**config.mk**
```make
export PLATFORM = sky130hd
export DESIGN_NAME = vending_machine_param
export DESIGN_NICKNAME = d
export VERILOG_FILES = /design/src/rtl/vending_machine_param_pkg.sv /design/src/rtl/vm_change_picker.sv /design/src/rtl/vending_machine_param.sv
export SDC_FILE = /design/constraint.sdc
export NUM_CORES = 1
export LEC_CHECK = 0
export ABC_CLOCK_PERIOD_IN_PS = 3100
export BUFFER_PORTS_ARGS = -buffer_cell sky130_fd_sc_hd__buf_2
export CAP_MARGIN = 20
export CORE_ASPECT_RATIO = 1.2
export CORE_UTILIZATION = 48
export DETAILED_ROUTE_END_ITERATION = 12
export PLACE_DENSITY_LB_ADDON = 0.1
export SYNTH_ARGS = -nofsm -noshare
export SYNTH_HDL_FRONTEND = slang
export SYNTH_SLANG_ARGS = --single-unit
```
**constraint.sdc**
```tcl
create_clock -name clk -period 3.1 [get_ports clk]
set_input_delay 0.155 -clock clk [delete_from_list [all_inputs] [get_ports clk]]
set_output_delay 0.155 -clock clk [all_outputs]
set_load 0.02 [all_outputs]
```
**src/rtl/vending_machine_param_pkg.sv**
```systemverilog
// ============================================================================
//  Module      : vending_machine_param_pkg
//  Description : Shared definitions for the multi-item vending controller:
//                coin encodings, coin unit values, state codes and the
//                coin-code-to-value helper.
//  Revision    : 1.0  initial release
// ============================================================================
`default_nettype none

package vending_machine_param_pkg;

   // Coin codes on the acceptor / hopper interfaces
   localparam logic [1:0] COIN_NONE = 2'b00;
   localparam logic [1:0] COIN_5C   = 2'b01;
   localparam logic [1:0] COIN_10C  = 2'b10;
   localparam logic [1:0] COIN_25C  = 2'b11;

   // Coin values in 5c units
   localparam logic [2:0] VAL_5C    = 3'd1;
   localparam logic [2:0] VAL_10C   = 3'd2;
   localparam logic [2:0] VAL_25C   = 3'd5;

   // Controller state codes
   localparam logic [1:0] ST_IDLE   = 2'd0;
   localparam logic [1:0] ST_CREDIT = 2'd1;
   localparam logic [1:0] ST_VEND   = 2'd2;
   localparam logic [1:0] ST_CHANGE = 2'd3;

   // Translate a coin code into its value in 5c units
   function automatic logic [2:0] coin_value(input logic [1:0] code);
      logic [2:0] v;
      case (code)
         COIN_5C:  v = VAL_5C;
         COIN_10C: v = VAL_10C;
         COIN_25C: v = VAL_25C;
         default:  v = 3'd0;
      endcase
      return v;
   endfunction

endpackage

`default_nettype wire

```
**src/rtl/vm_change_picker.sv**
```systemverilog
// ============================================================================
//  Module      : vm_change_picker
//  Description : Chooses the largest coin not exceeding the current credit
//                (25c, then 10c, then 5c). Purely combinational.
//  Revision    : 1.0  initial release
// ============================================================================
`default_nettype none

module vm_change_picker
   import vending_machine_param_pkg::*;
#(
   parameter int CREDIT_W = 8
) (
   input  logic [CREDIT_W-1:0] i_credit,
   output logic [1:0]          o_coin
);

   // Greedy pick: biggest coin that fits in the remaining credit
   always_comb begin
      if (i_credit >= CREDIT_W'(VAL_25C))
         o_coin = COIN_25C;
      else if (i_credit >= CREDIT_W'(VAL_10C))
         o_coin = COIN_10C;
      else if (i_credit >= CREDIT_W'(VAL_5C))
         o_coin = COIN_5C;
      else
         o_coin = COIN_NONE;
   end

endmodule

`default_nettype wire

```
**src/rtl/vending_machine_param.sv**
```systemverilog
// ============================================================================
//  Module      : vending_machine_param
//  Description : Parametrised multi-item vending controller. Accumulates
//                coin credit, vends the selected item when credit covers its
//                price, then returns change one coin per hopper handshake.
//  Revision    : 1.0  initial release
// ============================================================================
`default_nettype none

module vending_machine_param
   import vending_machine_param_pkg::*;
#(
   parameter int                              NUM_ITEMS  = 4,
   parameter int                              SEL_W      = 2,
   parameter int                              CREDIT_W   = 8,
   parameter int                              MAX_CREDIT = 20,
   parameter logic [NUM_ITEMS*CREDIT_W-1:0]   PRICES     = {8'd8, 8'd5, 8'd4, 8'd3}
) (
   input  logic                clk,
   input  logic                rst,
   input  logic [1:0]          in,
   input  logic [SEL_W-1:0]    sel,
   input  logic                sel_valid,
   input  logic                cancel,
   input  logic                change_ready,
   output logic                out,
   output logic [SEL_W-1:0]    item,
   output logic [1:0]          change,
   output logic [CREDIT_W-1:0] credit,
   output logic                busy,
   output logic                coin_reject,
   output logic                sel_short
);

   logic [1:0]          r_state;
   logic [CREDIT_W-1:0] r_credit;
   logic [SEL_W-1:0]    r_item;
   logic                r_coin_reject;
   logic                r_sel_short;

   logic [1:0]          w_state_nxt;
   logic [CREDIT_W-1:0] w_credit_nxt;
   logic [SEL_W-1:0]    w_item_nxt;
   logic                w_reject_nxt;
   logic                w_short_nxt;

   logic                w_coin_present;
   logic [CREDIT_W-1:0] w_coin_val;
   logic [CREDIT_W:0]   w_sum;
   logic [CREDIT_W-1:0] w_price;
   logic                w_sel_in_range;
   logic                w_sel_ok;
   logic [1:0]          w_pick;
   logic [CREDIT_W-1:0] w_pick_val;
   logic [CREDIT_W-1:0] w_credit_after_change;

   vm_change_picker #(
      .CREDIT_W (CREDIT_W)
   ) u_picker (
      .i_credit (r_credit),
      .o_coin   (w_pick)
   );

   // Coin valuation; the sum carries one extra bit so the ceiling test cannot wrap
   assign w_coin_present        = (in != COIN_NONE);
   assign w_coin_val            = CREDIT_W'(coin_value(in));
   assign w_sum                 = {1'b0, r_credit} + {1'b0, w_coin_val};
   assign w_pick_val            = CREDIT_W'(coin_value(w_pick));
   assign w_credit_after_change = r_credit - w_pick_val;

   // Price lookup; an index with no matching item marks the selection invalid
   always_comb begin
      w_price        = '0;
      w_sel_in_range = 1'b0;
      for (int i = 0; i < NUM_ITEMS; i++) begin
         if (sel == SEL_W'(i)) begin
            w_price        = PRICES[i*CREDIT_W +: CREDIT_W];
            w_sel_in_range = 1'b1;
         end
      end
   end

   assign w_sel_ok = w_sel_in_range && (r_credit >= w_price);

   // State and datapath registers, cleared asynchronously
   always_ff @(posedge clk or posedge rst) begin
      if (rst) begin
         r_state       <= ST_IDLE;
         r_credit      <= '0;
         r_item        <= '0;
         r_coin_reject <= 1'b0;
         r_sel_short   <= 1'b0;
      end else begin
         r_state       <= w_state_nxt;
         r_credit      <= w_credit_nxt;
         r_item        <= w_item_nxt;
         r_coin_reject <= w_reject_nxt;
         r_sel_short   <= w_short_nxt;
      end
   end

   // Next-state logic: cancel beats selection beats coin in IDLE/CREDIT
   always_comb begin
      w_state_nxt  = r_state;
      w_credit_nxt = r_credit;
      w_item_nxt   = r_item;
      w_reject_nxt = 1'b0;
      w_short_nxt  = 1'b0;
      case (r_state)
         ST_IDLE, ST_CREDIT: begin
            if (cancel) begin
               w_reject_nxt = w_coin_present;
               w_state_nxt  = (r_credit != '0) ? ST_CHANGE : ST_IDLE;
            end else if (sel_valid) begin
               w_reject_nxt = w_coin_present;
               if (w_sel_ok) begin
                  w_credit_nxt = r_credit - w_price;
                  w_item_nxt   = sel;
                  w_state_nxt  = ST_VEND;
               end else begin
                  w_short_nxt  = 1'b1;
               end
            end else if (w_coin_present) begin
               if (w_sum <= (CREDIT_W+1)'(MAX_CREDIT)) begin
                  w_credit_nxt = w_sum[CREDIT_W-1:0];
                  w_state_nxt  = ST_CREDIT;
               end else begin
                  w_reject_nxt = 1'b1;
               end
            end
         end
         ST_VEND: begin
            w_reject_nxt = w_coin_present;
            w_state_nxt  = (r_credit != '0) ? ST_CHANGE : ST_IDLE;
         end
         ST_CHANGE: begin
            w_reject_nxt = w_coin_present;
            if (change_ready) begin
               w_credit_nxt = w_credit_after_change;
               if (w_credit_after_change == '0)
                  w_state_nxt = ST_IDLE;
            end
         end
         default: begin
            w_state_nxt = ST_IDLE;
         end
      endcase
   end

   // Output decode, driven only from registered state
   always_comb begin
      out         = (r_state == ST_VEND);
      item        = (r_state == ST_VEND) ? r_item : '0;
      change      = (r_state == ST_CHANGE) ? w_pick : COIN_NONE;
      busy        = (r_state == ST_VEND) || (r_state == ST_CHANGE);
      credit      = r_credit;
      coin_reject = r_coin_reject;
      sel_short   = r_sel_short;
   end

endmodule

`default_nettype wire

```
### Word level (Yosys, flattened, before mapping)

Index checks and enable logic that the tools add are counted.

| operators by class | value |
|---|---|
| reductions and logical operators | 13 |
| equality and inequality tests | 21 |
| multiplexer cells | 40 |
| $add $sub $neg | 3 |
| bitwise logic cells | 1 |
| $lt $le $gt $ge | 5 |

Operator list:

| operator | count |
|---|---|
| $mux W8 | 9 |
| $mux W2 | 13 |
| $pmux W3 S3 | 2 |
| $eq A2 B2 Y1 const B | 8 |
| $pmux W8 S2 | 1 |
| $mux W1 | 13 |
| $ne A4 B4 Y1 const B | 3 |
| $add A8 B3 Y9 | 1 |
| $le A9 B5 Y1 const B | 1 |
| $ne A3 B3 Y1 const B | 3 |
| $eq A2 B1 Y1 const B | 4 |
| $ge A8 B1 Y1 const B | 1 |
| $ge A8 B2 Y1 const B | 1 |
| $ge A8 B3 Y1 const B | 1 |
| $ge A8 B8 Y1 | 1 |
| $logic_not A8 Y1 | 1 |
| $reduce_bool A8 Y1 | 1 |
| $sub A8 B3 Y8 | 1 |
| $sub A8 B8 Y8 | 1 |
| $ne A2 B2 Y1 const B | 3 |
| $pmux W2 S3 | 1 |
| $reduce_and A6 Y1 | 1 |
| $reduce_and A5 Y1 | 1 |
| $logic_not A2 Y1 | 2 |
| 7 further kinds | 9 |

| word-level totals | value |
|---|---|
| input port bits | 9 |
| output and inout port bits | 16 |
| register bits | 14 |
| word-level logic and storage cells | 88 |

### Longest topological paths before layout

| logic depth | value |
|---|---|
| depth after elaboration | 11 |
| gate-level depth with buffers | 12 |
| depth with buffers taken out | 11 |

### By module

From an unflattened synthesis, not the netlist that was laid out.

| second synthesis, totals | value |
|---|---|
| cell total of the unflattened synthesis | 196 |
| area, all modules | 1665.3 um^2 |

Modules (own cells, without submodules):

| module | instances | area an instance (um^2) | sequential area each (um^2) | cells each |
|---|---|---|---|---|
| vending_machine_param | 1 | 1625.3 | 350.3 | 192 |
| vm_change_picker | 1 | 40.0 | 0.0 | 4 |

### Worst setup path before layout

No wires, ideal clock.

| timing | value |
|---|---|
| path kind | flip-flop to flip-flop |
| start point | register r_credit[6] (netlist: credit[6]) |
| end point | register r_credit[6] (netlist: credit[6]) |
| arrival | 2.807 ns |
| library setup time | 0.081 ns |
| stages on the path, launching flop included | 11 |
| data required time | 3.019 ns |
| period minus slack after synthesis | 2.887 ns |
| buffers on the path | 0 |
| path slack | 0.213 ns |
| cell sequence | dfrtp_1 > nor4_4 > and3_1 > o21ai_0 > fa_1 > a211oi_1 > nand2_1 > a21boi_0 > a41oi_1 > nor3_1 > xor2_1 |

| between the ends | value |
|---|---|
| word-level cells in the longest chain between the ends | 9 |
| elaborated cells on any way between the ends | 26 |
| those cells by class | add/sub: 3; order compare: 5; eq/ne: 5; mux: 11; reduce/logical: 2 |

RTL lines:

| item | line | RTL |
|---|---|---|
| start: declaration | vending_machine_param.sv:36 | `logic [CREDIT_W-1:0] r_credit;` |
| start signal: assignment | vending_machine_param.sv:95 | `r_credit <= w_credit_nxt;` |
| $ge A8 B1 Y1 | vm_change_picker.sv:24 | `else if (i_credit >= CREDIT_W'(VAL_5C))` |
| $mux W1 | vm_change_picker.sv:24 |  |
| $mux W2 | vm_change_picker.sv:22 | `else if (i_credit >= CREDIT_W'(VAL_10C))` |
| $mux W2 | vm_change_picker.sv:20 | `if (i_credit >= CREDIT_W'(VAL_25C))` |
| $eq A2 B2 Y1 / $eq A2 B1 Y1 (equally long branches) | vending_machine_param_pkg.sv:32 | `case (code)` |
| $pmux W3 S3 | vending_machine_param_pkg.sv:32 |  |
| $sub A8 B3 Y8 | vending_machine_param.sv:69 | `assign w_credit_after_change = r_credit - w_pick_val;` |
| $mux W8 | vending_machine_param.sv:138 | `if (change_ready) begin` |
| $pmux W8 S2 | vending_machine_param.sv:109 | `case (r_state)` |

Several ways; a longest one is shown, not always the timed one. The select of a mux whose other input is x is not followed.
A chain may end at the register's enable or synchronous reset.

### Final worst setup path

| timing | value |
|---|---|
| start point | register r_credit[7] (netlist: credit[7]) |
| end point | register r_state[1] |

| between the ends | value |
|---|---|
| word-level cells in the longest chain between the ends | 10 |
| elaborated cells on any way between the ends | 24 |
| those cells by class | add/sub: 2; order compare: 5; eq/ne: 6; mux: 7; reduce/logical: 4 |

RTL lines:

| item | line | RTL |
|---|---|---|
| $ge A8 B1 Y1 | vm_change_picker.sv:24 |  |
| $mux W1 | vm_change_picker.sv:24 |  |
| $mux W2 | vm_change_picker.sv:22 |  |
| $mux W2 | vm_change_picker.sv:20 |  |
| $eq A2 B2 Y1 / $eq A2 B1 Y1 (equally long branches) | vending_machine_param_pkg.sv:32 |  |
| $pmux W3 S3 | vending_machine_param_pkg.sv:32 |  |
| $sub A8 B3 Y8 | vending_machine_param.sv:69 |  |
| $logic_not A8 Y1 | vending_machine_param.sv:140 | `if (w_credit_after_change == '0)` |
| $ne A2 B2 Y1 (no source line) | -- |  |
| $reduce_and A5 Y1 (no source line) | -- |  |
| end signal: assignment | vending_machine_param.sv:94 | `r_state <= w_state_nxt;` |
| end: declaration | vending_machine_param.sv:35 | `logic [1:0] r_state;` |

Several ways; a longest one is shown, not always the timed one.

==> flow_summary.ini <==
[critical_path]
startpoint = credit[7]$_DFFE_PP0P_
critPathCaptureType = flip-flop
crit_fanout = 8
cp.arrival_ns = 3.04
r2r_slack_ns = 0.23
path_class = flip-flop to flip-flop
r2r-start = credit[7]$_DFFE_PP0P_
crit_path_start_kind = flip-flop
required_ns = 3.26

[drt]
drc = 0
drt_iter0_drc = 80
ant_nets = 0
dr.pass1.iters = 4
vias = 1724
wl_per_cell_um = 17.7
drt-total-wl_um = 4840
vias_per_cell = 6.32

[sta]
hold_viol_final = 0
relSlewSlack = 0.633
fin_crit_sh = 0.927
final_max_slew_viol_count = 0
setup_viol = 0
fmax_mhz = 348
worst_pin_slew_ns = 0.549
skew_ns = 0.0104
fin_crit_ns = 2.87

[power_and_ir_drop]
p_total_mw = 2.09
ir_drop_mv = 0.765
pwr_density_cell_nw_per_um2 = 1130
p_leak_nw = 0.838

[finish]
fillCellCount = 294
n_antenna_cell = 0
areaGrowthSynthToFinish_pct = 13.7
layout-drive-gt1-share = 0.215
nets = 263
final_cell_area_um2 = 1850

[clock_tree]
cts_buffers = 3
clk_latency_ns = 0.28
tritoncts = done
post_cts_buffers = 0
clockBufferDepth = 2
cts.reportedPaths.clkPinSlew_ns = 0.09
htree_num_levels = 1
clock_sinks = 14
cts_root_buf = clkbuf_4

[grt]
grt.busiest_layer = met2
gr-usage-met2 = 0.508
grt_pass1_wl_um = 7800
track_usage = 0.306
grt_pass1_vias = 1670
grt_use_met3 = 0.0579
gr-total-overflow = 0
antenna_found_initial = 0
grt_util_met1 = 0.366
grt_max_degree = 18

[logic_synthesis]
syn_avg_cell_area_um2 = 7.85
synth_edf_count = 0
yosys_warnings = 0
async_reset_ff_frac = 1.00
synth_cell_type_count = 53
ys_ff_latch = 14
synth-main-ff-cell = dfrtp_1
netlist_instances = 207
netlist_area_um2 = 1620
synth_seq_area_share = 0.216
synth_fp_nets = 232

[place]
gp_congestion = 0.953
hpwlAfterDp_um = 3700
dpl_cell_area_um2 = 1790
portBuffers = 24

[floorplan]
dieHeight_um = 65.7
num_io_pins = 25
die_area_um2 = 3620
die_w_um = 55.1
core-area_um2 = 3140
placementRows = 22
initial_core_util = 0.518

[worst_hold_path]
hold_class = input port to flip-flop
hp-start = cancel

[job]
maxCapViolations = 0

[outcome]
run_status = completed
[logic make-up after synthesis]
logic type	synth area share
flops	0.216
fa+ha+maj	0.137
xor+xnor	0.0431
mux	0.0154
simple gates	0.277
compound gates	0.231
buf+inv	0.0809
[layout by cell type, fill, tap and decap left out, types with 8 or more instances in the layout]
master	count
a21oi_1	18
buf_2	24
buf_4	9
dfrtp_1	13
ha_1	13
inv_1	17
nand2_1	16
nor2_1	23
nor3_1	8
o21ai_0	13
[through the flow]
stage | setup WS [ns] | std cells | hold WS, ns | TNS (ns) | utilization
after CTS | 0.137 | 273 | 0.0920 | 0 | 0.585
after global routing | -0.0105 | 273 | 0.0988 | -0.0114 | 0.589
after detailed placement | 0.168 | 268 | 0.234 | 0 | 0.570
final | 0.227 | 273 | 0.109 | 0 | 0.589
after global placement | 0.255 | 268 | 0.216 | 0 | 0.570
after floorplan | 0.213 | 207 | 0.0442 | 0 | -
[cell usage after synthesis (2+ instances only)]
library cell | instances | area share
a211oi_1 | 4 | 0.018
a21oi_1 | 18 | 0.055
a21oi_2 | 2 | 0.011
a311oi_1 | 2 | 0.011
a31oi_1 | 2 | 0.0077
and2_1 | 5 | 0.019
and2_2 | 2 | 0.0092
and3_1 | 4 | 0.015
buf_6 | 3 | 0.021
clkbuf_1 | 2 | 0.0046
dfrtp_1 | 14 | 0.22
fa_1 | 3 | 0.037
ha_1 | 13 | 0.10
inv_1 | 17 | 0.039
nand2_1 | 16 | 0.037
nand2b_1 | 3 | 0.012
nand3_1 | 5 | 0.015
nand4_1 | 2 | 0.0077
nand4b_1 | 2 | 0.011
nor2_1 | 23 | 0.053
nor2b_1 | 2 | 0.0077
nor3_1 | 8 | 0.025
nor4_1 | 2 | 0.0077
o211ai_1 | 2 | 0.0092
o21ai_0 | 13 | 0.040
o22ai_1 | 2 | 0.0077
o31ai_1 | 3 | 0.014
or2_2 | 2 | 0.0077
xnor2_1 | 4 | 0.022
xor2_1 | 4 | 0.022
[state kept, by name, indices dropped and copies added (netlist names)]
signal / flops
r_state: 2
sel_short: 1
r_item: 2
coin_reject: 1
credit: 8
[area by class of cell]
cell class / instances / area [um^2] / area share
Clock buffer: 4 / 36.3 / 0.0196
Inverter: 17 / 63.8 / 0.0346
Multi-Input combinational cell: 168 / 1150 / 0.624
Sequential cell: 14 / 352 / 0.190
Tap cell: 36 / 45.0 / 0.0244
Timing Repair Buffer: 34 / 198 / 0.107
[worst max-delay path: stages, from the launching register on]
cell and delay (ns):
dfrtp_1 0.49, nor4_4 0.32, and3_1 0.21, o21ai_0 0.16, fa_1 0.49, xnor2_1 0.25, nand4b_1 0.16, a21oi_1 0.14
nand4b_1 0.12, o31ai_2 0.29, o21ai_0 0.12
[power by group]
part / switching [mW] / total [mW] / internal, mW / leakage [nW]
sequential: 0.132 / 0.399 / 0.266 / 0.165
clock: 0.0610 / 0.132 / 0.0715 / 0.0210
combinational: 0.948 / 1.56 / 0.616 / 0.652
total: 1.14 / 2.09 / 0.954 / 0.838
[routing by layer]
| layer | wire, um | up-vias |
|---|---|---|
| met1 | 1980 | 824 |
| li1 | - | 808 |
| met5 | 0 | - |
| met2 | 2410 | 74 |
| met4 | 197 | 0 |
| met3 | 248 | 18 |
[path summary, 6_finish.rpt]
kind | endpoint | cells after the start
max | r_state[1]$_DFFE_PP0P_ | 10
min | sel_short$_DFF_PP0_ | 2
max reg2reg | r_state[1]$_DFFE_PP0P_ | 10
min reg2reg | r_item[0]$_DFFE_PP0P_ | 2
max in group asynchronous | credit[6]$_DFFE_PP0P_ | 3
min in group asynchronous | credit[5]$_DFFE_PP0P_ | 3
[timing repair]
action,in CTS,in global routing
hold buffers,1,0
endpoints found under the setup margin,0,3
resized for setup,0,3
hold endpoints to repair,14,0
No activity file was read; power rests on OpenSTA's default activity.
